==> src/rtl/ula_arbiter.sv <==
// Round-robin arbiter sharing one combinational ULA between two valid/ready requesters.
// Accept -> resp_valid after 2 cycles; one op in flight; response held until the owner takes it.
module ula_arbiter #(
    parameter int WIDTH = 32,
    parameter int CNT_W = 16
) (
    input  logic             clk,
    input  logic             rst,
    input  logic             req_valid0,
    input  logic             req_valid1,
    output logic             req_ready0,
    output logic             req_ready1,
    input  logic [WIDTH-1:0] req_A0,
    input  logic [WIDTH-1:0] req_A1,
    input  logic [WIDTH-1:0] req_B0,
    input  logic [WIDTH-1:0] req_B1,
    input  logic [2:0]       req_func0,
    input  logic [2:0]       req_func1,
    output logic             resp_valid0,
    output logic             resp_valid1,
    input  logic             resp_ready0,
    input  logic             resp_ready1,
    output logic [WIDTH-1:0] resp_R,
    output logic             resp_V,
    output logic [WIDTH-1:0] ula_A,
    output logic [WIDTH-1:0] ula_B,
    output logic [2:0]       ula_func,
    input  logic [WIDTH-1:0] ula_R,
    input  logic             ula_pinV,
    output logic             busy,
    output logic [CNT_W-1:0] cnt0,
    output logic [CNT_W-1:0] cnt1
);

    typedef enum logic [1:0] {IDLE, EXEC, RESP} state_t;

    state_t           state, state_nxt;
    logic             prio, owner;
    logic [WIDTH-1:0] op_A, op_B, res_R;
    logic [2:0]       op_func;
    logic             res_V;
    logic             grant0, grant1, resp_done;

    always_comb begin
        state_nxt   = state;
        grant0      = 1'b0;
        grant1      = 1'b0;
        resp_valid0 = 1'b0;
        resp_valid1 = 1'b0;
        resp_done   = 1'b0;
        case (state)
            IDLE: begin
                grant0 = req_valid0 & (!req_valid1 | !prio);
                grant1 = req_valid1 & (!req_valid0 | prio);
                if (grant0 | grant1)
                    state_nxt = EXEC;
            end
            EXEC: state_nxt = RESP;
            RESP: begin
                resp_valid0 = !owner;
                resp_valid1 = owner;
                resp_done   = owner ? resp_ready1 : resp_ready0;
                if (resp_done)
                    state_nxt = IDLE;
            end
            default: state_nxt = IDLE;
        endcase
    end

    // Gated by rst so nothing is offered while the block is held in reset.
    assign req_ready0 = grant0 & !rst;
    assign req_ready1 = grant1 & !rst;

    assign ula_A    = op_A;
    assign ula_B    = op_B;
    assign ula_func = op_func;
    assign resp_R   = res_R;
    assign resp_V   = res_V;
    assign busy     = (state != IDLE);

    always_ff @(posedge clk or posedge rst) begin
        if (rst) begin
            state   <= IDLE;
            prio    <= 1'b0;
            owner   <= 1'b0;
            op_A    <= '0;
            op_B    <= '0;
            op_func <= '0;
            res_R   <= '0;
            res_V   <= 1'b0;
            cnt0    <= '0;
            cnt1    <= '0;
        end else begin
            state <= state_nxt;
            if (grant0 | grant1) begin
                op_A    <= grant1 ? req_A1 : req_A0;
                op_B    <= grant1 ? req_B1 : req_B0;
                op_func <= grant1 ? req_func1 : req_func0;
                owner   <= grant1;
                prio    <= !grant1;
            end
            if (state == EXEC) begin
                res_R <= ula_R;
                // Overflow only means something for add/sub.
                res_V <= ula_pinV & ((op_func == 3'b000) | (op_func == 3'b001));
            end
            if (resp_done) begin
                if (owner)
                    cnt1 <= cnt1 + CNT_W'(1);
                else
                    cnt0 <= cnt0 + CNT_W'(1);
            end
        end
    end

endmodule

==> config.mk <==
export PLATFORM = sky130hd
export DESIGN_NAME = ula_arbiter
export DESIGN_NICKNAME = d
export VERILOG_FILES = /design/src/rtl/ula_arbiter.sv
export SDC_FILE = /design/constraint.sdc
export NUM_CORES = 1
export LEC_CHECK = 0
export BUFFER_PORTS_ARGS = -buffer_cell sky130_fd_sc_hd__buf_2
export CORE_AREA = 2 2 119 121
export DETAILED_ROUTE_END_ITERATION = 8
export DIE_AREA = 0 0 121 123
export PLACE_DENSITY = 0.84
export SETUP_SLACK_MARGIN = 0.15
export SLEW_MARGIN = 20
export SYNTH_ARGS = -nofsm -noshare
export SYNTH_HDL_FRONTEND = slang
export SYNTH_SLANG_ARGS = --single-unit
==> constraint.sdc <==
create_clock -name clk -period 4.6 [get_ports clk]
set_input_delay 0.69 -clock clk [delete_from_list [all_inputs] [get_ports clk]]
set_output_delay 0.69 -clock clk [all_outputs]
set_load 0.005 [all_outputs]
# [After elaboration in Yosys (flattened, before gate mapping)]
# Index checks and enable logic that the tools add are counted.
[word_totals] elab_cells=52 output_inout_bits=137 reg_bits=136
[op_classes] bitwise=11 muxes=12 n_eq_ne=5 add_sub_neg=2 n_reduce_logical=12
[ops] operator="32-bit two-way mux" n=2
[ops] operator="16-bit by 1-bit adder with 16-bit output, second input constant" n=2
[ops] operator="1-bit zero test" n=6
[ops] operator="1-bit two-way mux" n=6
[ops] operator="2-bit case mux with 3 select lines" n=1
[ops] operator="2-bit AND reduction" n=3
[ops] operator="1-bit AND" n=5
[ops] operator="1-bit OR" n=5
[ops] operator="2-bit two-way mux" n=2
[ops] operator="2-bit != test, second input constant" n=2
[ops] operator="3-bit by 1-bit == test with 1-bit output, second input constant" n=1
[ops] operator="3-bit zero test" n=1
[ops] operator="3-bit two-way mux" n=1
[ops] operator="2-bit by 1-bit == test with 1-bit output, second input constant" n=1
[ops] operator="2-bit == test, second input constant" n=1
[ops] operator="2-bit zero test" n=1
[ops] operator="2-bit nonzero test" n=1
[ops] operator="1-bit NOT" n=1

# [Logic depth before layout (Yosys ltp)]
[depth] word_depth=6 mapped_depth=6 mapped_depth_nobuf=5

# [Worst setup path after synthesis]
# No wires, ideal clock.
[synth_timing] path_kind="input-to-output" from="input port req_valid0" to="output port req_ready0" cell_stages=3 n_path_buf=0 arrival_ns=1.401 setup_slack_ns=2.509 path_cell_list="or3b_1 a21o_1 nor2_1"
[synth_between] elab_chain_len=3
[synth_lines] item="from (decl)" line_no="9" source="input logic req_valid0,"
[synth_lines] item="1-bit AND" line_no="53" source="grant0 = req_valid0 & (!req_valid1 | !prio);"
[synth_lines] item="1-bit two-way mux" line_no="51" source="case (state)"
[synth_lines] item="1-bit AND" line_no="71" source="assign req_ready0 = grant0 & !rst;"
[synth_lines] item="to (decl)" line_no="11" source="output logic req_ready0,"
# Every way passes these cells.

# [Worst setup path after layout]
[layout_timing] from="register state[1]" to="output port req_ready1"
[layout_between] elab_chain_len=3
[layout_lines] item="from (decl)" line_no="37" source="state_t state, state_nxt;"
[layout_lines] item="from (signal assigned)" line_no="94" source="state <= state_nxt;"
[layout_lines] item="2-bit zero test" line_no="51"
[layout_lines] item="1-bit two-way mux" line_no="51"
[layout_lines] item="1-bit AND" line_no="72" source="assign req_ready1 = grant1 & !rst;"
[layout_lines] item="to (decl)" line_no="12" source="output logic req_ready1,"
# Every way passes these cells.

==> results.txt <==
Ranked by instance count, the synthesized netlist is headed by nand2_1 (147), dfrtp_1 (136), a22oi_1 (61). By area the synthesized netlist is led by dfrtp_1 (60%), nand2_1 (9.7%), a22oi_1 (8.0%), mux2_2 (6.3%), xnor2_1 (3.4%). The wire length after detailed routing came out at 15800 µm. The number of buffer and inverter instances along the worst setup path is 1.

The worst register-to-register path ends at ula_A[30]$_DFFE_PP0P_. The first-pass GRT wire length is 24300 µm. The number of DRC violations after detailed-routing iteration 0 came out at 256. The max-capacitance violation count is 0. For this run, the total global-route usage over all layers was measured as 21.0%.

The tightest min-delay check is of the in -> async type. The number of setup violations in the final report came out at 0. The net count after synthesis is 693. The floorplan row count is 43. The tree is rooted in a clkbuf_16. The final routed DRC violation total is 0. The cell area after synthesis is 0.00570 mm². The maximum buffer depth of the clock tree is 2.

The post-CTS setup repair buffer count came out at 0. Summing all placed instances gives a cell area of 0.00742 mm². The count of vias placed by the detailed router came out at 5110.

Counting flops and latches in the post-synthesis netlist gives 136. The synthesized netlist contains 34 unique library cells. The most critical setup path has its endpoint at req_ready1. The die footprint is 0.0149 mm². The clock-pin transition on the worst setup and hold timing paths came out at 0.06 ns. The number of global-route vias before repair is 4905. The largest individual stage delay along the critical path comes from the cell dfrtp_1. The number of gates given a new drive strength after cts came out at 0. The placeable core region came out at 0.0136 mm².

After global routing the overflow that remains totals 0. Synthesis produced 518 cells. The count of endpoints failing hold in the final timing report is 0.

Once the floorplan was initialized, standard cells occupied 41.9% of the core. The mean area per synthesized cell is 11.0 µm². Setup repair after global routing left no endpoint under its margin. The number of max-slew violations in the final report is 0. The critical register-to-register path startpoint is state[1]$_DFFE_PP0P_. The maximum ir drop on the vdd rail is 0.000319 V. After layout, the minimum clock period comes to 2.62 ns. The max-slew headroom at the worst pin is 40.8%.

Hold repair after CTS inserted 0 buffers. The H-tree generated during clock tree synthesis spans 4 levels. The transition time of the tightest slew-check pin is 0.888 ns. After detailed routing, the average wire length per cell comes to 15.5 µm. The largest total area in the synthesized netlist belongs to dfrtp_1. The I/O pin total is 310. The number of antenna violations at the first check in global routing is 0. The cell type with the highest occurrence count on the critical path is nor2_1. The clock tree from TritonCTS is yes. The port buffer count is 309. The clock latency of the later-clocked register in the worst-skew pair is 0.41 ns. The setup slack on the worst flop-to-flop path is 2.28 ns. The number of enable flip-flop cells after synthesis came out at 0. Using the TritonRoute via totals, the vias-per-cell ratio works out to 5.00. The worst stage delay on the critical path came out at 0.47 ns. The antenna diode instance count came out at 0. The portion of the post-synthesis area used by sequential elements came out at 59.7%. The area share of the largest cell type after synthesis is 59.7%. The run finished with clean final reports. The final setup TNS is 0 ns. The number of clock buffers added by TritonCTS is 17. The signal on the critical path passes through nor2_1 -> nand3_1 -> nor2_1 -> buf_2. The power after layout is 5.09 mW.

The launching element type of the critical path is a flip-flop. The endpoint required time on the critical path is 3.91 ns. The post-synthesis to final-layout area growth is 40.7%. The number of cells on the worst reg-to-reg path is 5. In this run the power density over the cells is 635 mW/mm².

The largest fanout on the critical path came out at 8. Broken down by cell family, the worst path's largest delay share belongs to simple AND/OR/NAND/NOR gates. After routing the design area is 0.00802 mm². In the finished design, the share of the clock period the worst path needs comes to 57.0%. In this run the vertical extent of the chip is 123 µm.

For this run, the number of Yosys warnings is 0. The half-perimeter wire length of the detailed placement result is 11900 µm. The arrival time reported for the critical path endpoint is 1.93 ns.

The floorplan step set the die width to 121 µm. The pin count of the biggest net entering global routing is 54. STA classifies the critical path endpoint as an output pin. The number of nets still failing antenna checks after routing came out at 0. The path length in cells of the critical path came out at 4. The most used standard cell by instance count after synthesis is nand2_1. The analysis attributes to cell leakage a power of 4.32 nW. Among all flip-flop cells after synthesis, the most frequent one is dfrtp_1.

The critical setup path kind is reg -> out. The post-route clock skew is 0.00691 ns. The achievable frequency came out at 381 MHz. The total placed cells including tap cells is 988.

The post-layout instance count excluding filler cells is 1021. The clock sink total is 136. The total iterations of the first detailed-routing run came out at 5. Cells with a size suffix above 1 make up 46.0% of the layout. The final estimated routing congestion in global placement is 0.775. The critical path starts at state[1]$_DFFE_PP0P_. The share of flip-flops with an asynchronous set or reset came out at 100%. The final net count came out at 1003.
[how the worst min path moves through the flow]
stage          depth (start not counted)  slack [ns]               endpoint
4_1_cts                                2        0.30  ula_B[12]$_DFFE_PP0P_
2_1_floorplan                          1        0.47   cnt0[15]$_DFFE_PP0P_
3_3_place_gp                           2        0.45   ula_B[4]$_DFFE_PP0P_
3_5_place_dp                           2        0.46  ula_B[26]$_DFFE_PP0P_
5_1_grt                                2        0.32  ula_B[12]$_DFFE_PP0P_
6_report                               2        0.30  ula_B[12]$_DFFE_PP0P_
[area by class of cell]
| class | instances | area [µm²] |
|---|---|---|
| repair buffers | 315 | 1600 |
| well taps | 180 | 225 |
| multi-input cells | 353 | 2180 |
| clock buffers | 21 | 460 |
| inverters | 5 | 23.8 |
| flip-flops and latches | 136 | 3400 |
| fillers | 1178 | 5590 |
| clock inverters | 11 | 123 |
[layer usage]
layer	vias to the layer above	wire, µm	GRT usage (%)
li1	2404	-	-
met1	2494	6210	25.6
met2	194	8350	36.4
met3	18	996	5.44
met4	0	294	6.98
met5	-	0	0
[flip-flops by register name, indices dropped and copies added (netlist names)]
name,count
resp_R,32
ula_A,32
ula_func,3
owner,1
prio,1
resp_V,1
cnt1,16
state,2
ula_B,32
cnt0,16
[report_power, final]
group          switching [mW]  internal, mW  leakage [nW]
logic                   0.934         0.842          2.35
clock network           0.508         0.826         0.275
registers               0.296          1.69          1.70
[cells in the final DEF, fill, tap and decap left out, types with 4 or more instances in the layout]
cell type	Yosys	final
buf_2	12	309
xnor2_1	22	22
clkinvlp_4	0	4
a21oi_1	13	13
dfrtp_1	136	136
inv_1	5	4
nand3_1	13	13
nand4_1	7	7
xor2_1	8	8
clkbuf_16	0	17
a22oi_1	61	61
nand2_1	147	147
buf_4	4	5
nor2_1	16	16
and4_1	6	6
mux2_2	32	32
[worst register-to-register path, delay by kind of cell (launching register included)]
| kind | cells | cell delay [ns] |
|---|---|---|
| flip-flops | 1 | 0.47 |
| AO/OA/AOI/OAI | 3 | 0.77 |
| AND/OR/NAND/NOR | 1 | 0.48 |
| buffers and inverters | 1 | 0.54 |
[kinds of logic after synthesis]
family	synth area share, %
flip-flops	59.7
multiplexers	6.32
adder cells (fa/ha/maj)	0.439
buffers and inverters	2.57
AO/OA/AOI/OAI	10.1
XOR/XNOR	4.61
AND/OR/NAND/NOR	16.3
[through the flow]
stage                     hold slack, ns  setup WS, ns  utilization (%)
after CTS                          0.305          1.90             58.8
after floorplan                    0.468         0.271                -
final                              0.301          1.98             58.9
after detailed placement           0.457          1.74             54.5
after global placement             0.454          1.83             54.5
after global routing               0.317          1.80             58.9
Note: power is estimated with default switching activity, not from simulation.
